--- src/rtl/logic_test_seq.sv ---
// Self-test sequencer for the logic_test gate block: walks {a,b} through 00..11,
// checks AND/OR/NOT/XOR on the last dwell cycle of each vector, and reports the results.
module logic_test_seq #(
    parameter int unsigned DWELL        = 10,
    parameter bit          STOP_ON_FAIL = 1'b1
) (
    input  logic       LS_i_clk,
    input  logic       LS_i_rst,
    input  logic       LS_i_start,
    output logic       LS_o_a,
    output logic       LS_o_b,
    input  logic       LS_i_and,
    input  logic       LS_i_or,
    input  logic       LS_i_not,
    input  logic       LS_i_xor,
    output logic       LS_o_busy,
    output logic       LS_o_done,
    output logic       LS_o_pass,
    output logic [1:0] LS_o_fail_vec,
    output logic [3:0] LS_o_err_mask
);

    localparam int unsigned    CntW    = (DWELL > 2) ? $clog2(DWELL) : 1;
    localparam logic [CntW-1:0] CntLast = CntW'(DWELL - 1);

    localparam logic [0:0] StIdle = 1'b0;
    localparam logic [0:0] StRun  = 1'b1;

    logic [0:0]      state_q, state_d;
    logic [1:0]      vec_q, vec_d;
    logic [CntW-1:0] cnt_q, cnt_d;
    logic            done_d, pass_q, pass_d;
    logic [1:0]      fail_vec_q, fail_vec_d;
    logic [3:0]      err_mask_q, err_mask_d;
    logic [1:0]      ab_q;
    logic            busy_q, done_q;

    logic [3:0] expected;
    logic [3:0] observed;
    logic [3:0] mism;

    // Bit order matches err_mask: [0]=AND, [1]=OR, [2]=NOT, [3]=XOR.
    always_comb begin
        expected = {vec_q[1] ^ vec_q[0], ~vec_q[1], vec_q[1] | vec_q[0], vec_q[1] & vec_q[0]};
        observed = {LS_i_xor, LS_i_not, LS_i_or, LS_i_and};
        mism     = expected ^ observed;
    end

    always_comb begin
        state_d    = state_q;
        vec_d      = vec_q;
        cnt_d      = cnt_q;
        done_d     = 1'b0;
        pass_d     = pass_q;
        fail_vec_d = fail_vec_q;
        err_mask_d = err_mask_q;
        case (state_q)
            StIdle: begin
                if (LS_i_start) begin
                    state_d    = StRun;
                    vec_d      = 2'd0;
                    cnt_d      = '0;
                    err_mask_d = 4'd0;
                    fail_vec_d = 2'd0;
                end
            end
            StRun: begin
                if (cnt_q != CntLast) begin
                    cnt_d = cnt_q + CntW'(1);
                end else begin
                    err_mask_d = err_mask_q | mism;
                    // Only the first failing vector of the run is recorded.
                    if ((|mism) && (err_mask_q == 4'd0)) begin
                        fail_vec_d = vec_q;
                    end
                    if (((|mism) && STOP_ON_FAIL) || (vec_q == 2'd3)) begin
                        state_d = StIdle;
                        done_d  = 1'b1;
                        pass_d  = ((err_mask_q | mism) == 4'd0);
                    end else begin
                        vec_d = vec_q + 2'd1;
                        cnt_d = '0;
                    end
                end
            end
            default: state_d = StIdle;
        endcase
    end

    always_ff @(posedge LS_i_clk) begin
        if (LS_i_rst) begin
            state_q    <= StIdle;
            vec_q      <= 2'd0;
            cnt_q      <= '0;
            done_q     <= 1'b0;
            pass_q     <= 1'b0;
            fail_vec_q <= 2'd0;
            err_mask_q <= 4'd0;
            ab_q       <= 2'd0;
            busy_q     <= 1'b0;
        end else begin
            state_q    <= state_d;
            vec_q      <= vec_d;
            cnt_q      <= cnt_d;
            done_q     <= done_d;
            pass_q     <= pass_d;
            fail_vec_q <= fail_vec_d;
            err_mask_q <= err_mask_d;
            // Outputs follow the next state so they are registered yet cycle-aligned.
            ab_q       <= (state_d == StRun) ? vec_d : 2'd0;
            busy_q     <= (state_d == StRun);
        end
    end

    assign LS_o_a        = ab_q[1];
    assign LS_o_b        = ab_q[0];
    assign LS_o_busy     = busy_q;
    assign LS_o_done     = done_q;
    assign LS_o_pass     = pass_q;
    assign LS_o_fail_vec = fail_vec_q;
    assign LS_o_err_mask = err_mask_q;

endmodule
--- config.mk ---
export PLATFORM = sky130hd
export DESIGN_NAME = logic_test_seq
export DESIGN_NICKNAME = d
export VERILOG_FILES = /design/src/rtl/logic_test_seq.sv
export SDC_FILE = /design/constraint.sdc
export NUM_CORES = 1
export LEC_CHECK = 0
export CAP_MARGIN = 20
export CORE_MARGIN = 1
export CORE_UTILIZATION = 51
export DETAILED_ROUTE_END_ITERATION = 8
export DONT_BUFFER_PORTS = 1
export PLACE_DENSITY = 0.66
export SLEW_MARGIN = 20
export SYNTH_ARGS = -nofsm -noshare
export SYNTH_HDL_FRONTEND = slang
export SYNTH_SLANG_ARGS = --single-unit
--- constraint.sdc ---
create_clock -name LS_i_clk -period 4.6 [get_ports LS_i_clk]
set_input_delay 1.38 -clock LS_i_clk [delete_from_list [all_inputs] [get_ports LS_i_clk]]
set_output_delay 1.38 -clock LS_i_clk [all_outputs]
set_load 0.05 [all_outputs]
* Word level (Yosys, flattened, before mapping)
Index checks and enable logic that the tools add are counted.
** Operators by class
- Bitwise operators :: 9
- Reduce and logical (&&, ||, !) cells :: 11
- Eq/ne operators :: 6
- Muxes and demuxes :: 19
- Add/sub/neg operators :: 2
** Operators with widths (count)
- 4-bit two-way mux :: 4
- 4-bit case mux with 2 select lines :: 2
- 2-bit two-way mux :: 6
- 4-bit zero test :: 2
- 2-bit case mux with 2 select lines :: 2
- 3-bit AND reduction :: 2
- 4-bit by 1-bit adder with 4-bit output, second input constant :: 1
- 1-bit two-way mux :: 4
- 2-bit != test, second input constant :: 2
- 4-bit != test, second input constant :: 1
- 1-bit NOT :: 4
- 4-bit bitwise OR :: 1
- 2-bit AND reduction :: 2
- 4-bit OR reduction :: 1
- 4-bit bitwise XOR :: 1
- 3-bit != test, second input constant :: 1
- 3-bit OR reduction :: 1
- 2-bit by 1-bit adder with 2-bit output, second input constant :: 1
- 2-bit == test, second input constant :: 1
- 2-bit by 1-bit != test with 1-bit output, second input constant :: 1
- 1-bit case mux with 2 select lines :: 1
- 2-bit OR reduction :: 1
- 1-bit AND :: 1
- 1-bit logical AND :: 1
- 3 further kinds :: 3
** Storage, ports and cells
- Logic and storage cells :: 55
- Register bits :: 17
- Input bits :: 7

* Depth between registers and ports, before layout
- Depth after elaboration :: 9
- Mapped depth :: 7
- Mapped depth without buffers :: 6

* Worst setup path before layout
Ideal clock, no wire load.
- Kind :: input-to-reg
- Start point :: in LS_i_xor
- End point :: reg fail_vec_q[0], in the netlist LS_o_fail_vec[0]
- Path buffers :: 0
- Data required time :: 4.499 ns
- Slack :: 2.355 ns
- Cell stages on the path :: 4
- Data arrival time :: 2.144 ns
- Cell sequence :: xor2_1 > nor4_1 > o21ai_0 > o41ai_1
** On the way
- Longest elaborated chain between the ends :: 5
** RTL lines
- from (decl) :: RTL line 15 : input logic LS_i_xor,
- 4-bit bitwise XOR :: RTL line 46 : mism = expected ^ observed;
- 4-bit OR reduction :: RTL line 73 : if ((|mism) && (err_mask_q == 4'd0)) begin
- 1-bit logical AND :: RTL line 73
- 2-bit by 1-bit != test with 1-bit output (no source line)
- 3-bit AND reduction (no source line)
- to (signal assigned) :: RTL line 107 : fail_vec_q <= fail_vec_d;
- to (decl) :: RTL line 33 : logic [1:0] fail_vec_q, fail_vec_d;
Every way passes these cells.
A chain may end at the register's enable or synchronous reset.

* Worst setup path in the final report
- Start point :: reg busy_q, in the netlist LS_o_busy
- End point :: out LS_o_busy
** RTL lines
- from (decl) :: RTL line 36 : logic busy_q, done_q;
- from (signal assigned) :: RTL line 111 : busy_q <= (state_d == StRun);
- to (decl) :: RTL line 16 : output logic LS_o_busy,
No word-level cell between the ends.

==> summary.md <==
| Metric | Value |
|---|---|
| Status | completed |
| Synth Area per Inst | 8.86 sq um |
| Final worst path period share | 0.550 |
| Most common cell after layout, fill and taps aside | dfxtp_1 |
| Number of buffers inserted during clock tree synthesis | 3 |
| Port-buffer cells | 0 |
| Post-Place Setup Slack | 2160 ps |
| Max_slew headroom | 0.462 |
| Main area contributors after synthesis | dfxtp_1 40%, ha_1 5.8%, a21oi_1 5.2%, o41ai_1 4.1%, xnor2_1 4.1% |
| Fill cells | 156 |
| NumNets Final | 109 |
| Setup Viol. Count Final | 0 |
| Yosys warning count | 0 |
| Hold Vio Cnt, Final | 0 |
| Number of hold buffers added after CTS | 0 |
| Initial antenna violation count | 0 |
| Global-route wire length before repair | 3040 microns |
| Post-Layout Cell Count | 113 |
| DR WL/cell | 15.5 microns |
| HPWL Detailed | 1300 microns |
| Cell Area, Synth | 860 sq um |
| Die area | 1850 sq um |
| Worst IR Drop VDD | 0.000184 V |
| Critical Path RT | 3220 ps |
| Total GRT Usage | 0.225 |
| Area growth, synth to finish | 2.91% |
| Worst-Skew Late Latency | 290 ps |
| Syn_nets | 108 |
| Tmin final | 2530 ps |
| Clk sinks | 17 |
| GR Overflow Total | 0 |
| Max-cap violations | 0 |
| Vias in the first global route | 657 |
| Clk pin slew, worst setup/hold paths | 90 ps |
| Critical path fanouts, max | 11 |
| Setup ws final | 2070 ps |
| CTS tree | done |
| Worst EP arrival | 1150 ps |
| Synth top area share | 0.396 |
| Post-placement cell count | 109 |
| Routability Congestion | 0.770 |
| Crit. path cell count | 0 |
| IO Count | 18 |
| Post_cts resized | 0 |
| Width of the die | 43.1 microns |
| Total wire length | 1750 microns |
| Register area | 340 sq um |
| Starting Density | 0.558 |
| Postcts setup bufs | 0 |
| Vias per cell | 6.31 |
| Post-Synthesis Cells | 97 |
| Largest area contributor in the netlist | dfxtp_1 |
| Reg2Reg Depth | 4 |
| Row cnt | 14 |
| Netlist cell types | 33 |
| Setup TNS | 0 ps |
| Unrepaired setup endpoints after global routing | false |
| Clk_skew | 1.40 ps |
| Slew Viols, Final | 0 |
| Via count | 713 |
| Final antenna-violating net count | 0 |
| ANT cells | 0 |
| Worst-Margin Slew | 806 ps |
| Die span in y | 43.1 microns |
| Worst Setup SP | LS_o_busy |
| Reg-to-Reg End | LS_o_pass |
| Clock Tree Buf Depth | 2 |
| Seq/Total Area, Yosys | 0.396 |
| Iteration-0 DRC count of the detailed router | 8 |
| Layout cell share with drive strength beyond 1 | 0.0619 |
| R2R Path Start | LS_o_busy |
| LEAKAGE | 0.298 nW |
| Hold WS | 525 ps |
| Flop and latch count out of synthesis | 17 |
| Crit path capture | LS_o_busy |
| Hold Path Depth | 2 |
| Multi-input logic area | 487 sq um |
| DRT Pass-1 Iters | 4 |
| Clock tree root driver cell | clkbuf_4 |
| HP Class | flip-flop to flip-flop |
| Type of origin of the critical path | flip-flop |
| Max Freq | 0.396 GHz |
| # DRC | 0 |
| Critical Path Sink Type | output pin |
| H-Tree Depth | 1 |
| Setup slack, reg-to-reg | 2530 ps |
| Core area | 1540 sq um |
| Pwr dens | 280 nW/um^2 |
| Largest net degree at the start of global routing | 17 |
| Most frequent cells in the layout | 17 x dfxtp_1, 9 x nor2_1, 9 x a21oi_1 |
| Setup Crit Path Kind | flip-flop to output pin |
[worst min-delay path by stage]
stage | start | slack, ps | end
6_report | cnt_q[1] | 520 | cnt_q[1]
2_1_floorplan | cnt_q[1] | 490 | cnt_q[1]
5_1_grt | cnt_q[1] | 550 | cnt_q[1]
3_3_place_gp | cnt_q[1] | 510 | cnt_q[1]
3_5_place_dp | cnt_q[1] | 510 | cnt_q[1]
4_1_cts | cnt_q[1] | 530 | cnt_q[1]
[cell families (layout without fill, tap and decap cells)]
family / Yosys count / after routing / synth area share
and+or+nand+nor: 38 / 38 / 0.247
adders and majority gates: 4 / 4 / 0.0582
DFF: 17 / 17 / 0.396
xor gates and xnor gates: 8 / 8 / 0.0815
AOI/OAI and AO/OA: 23 / 23 / 0.179
buffers and inverters: 7 / 7 / 0.0378
[Yosys cell counts]
cell type and count:
a21oi_1 9, and3_1 1, buf_2 2, clkbuf_1 1
nand4_1 3, nand2b_1 2, nand3b_1 1, xor2_1 4
or4_1 1, a311oi_1 1, dfxtp_1 17, nand2_1 5
xnor2_1 4, and4b_4 1, nand4b_1 1, o41ai_1 4
a211oi_1 1, and4_1 1, inv_1 3, nor2b_1 1
nor3b_1 2, ha_1 4, or3_1 1, nand3_1 3
a22oi_1 1, o21ai_0 4, nor2_1 9, buf_4 1
nor3_1 3, a2111oi_2 1, nor4_1 2, o211ai_1 2
or2_2 1
[metrics by stage]
| step | power [mW] | area (sq um) | utilization |
|---|---|---|---|
| floorplan | 0.171 | 860 | - |
| global placement | 0.173 | 858 | 0.557 |
| detailed placement | 0.173 | 858 | 0.557 |
| CTS | 0.252 | 885 | 0.574 |
| global route | 0.262 | 885 | 0.574 |
| finish | 0.248 | 885 | 0.574 |
[registers in the layout, indices dropped and copies added (netlist names)]
signal and count:
LS_o_busy 1, LS_o_done 1, LS_o_err_mask 4, LS_o_fail_vec 2, LS_o_pass 1, ab_q 2, cnt_q 4, vec_q 2
[layout make-up]
type,instances,share of cell area
sequential,17,0.385
inverter,3,0.0127
tap,16,0.0226
clock buffer,4,0.0297
multi-input combinational,73,0.550
[metal layers]
| layer | vias to the layer above | part of all wire | track usage |
|---|---|---|---|
| li1 | 359 | - | - |
| met1 | 335 | 0.45 | 0.280 |
| met2 | 17 | 0.49 | 0.355 |
| met3 | 2 | 0.054 | 0.0766 |
| met4 | 0 | 0.0086 | 0.0909 |
| met5 | - | 0 | 0 |
[power breakdown]
part	internal, mW	switching (mW)
registers	0.149	0.00568
logic	0.00624	0.00868
clock network	0.0338	0.0447
No activity file was read; power rests on OpenSTA's default activity.
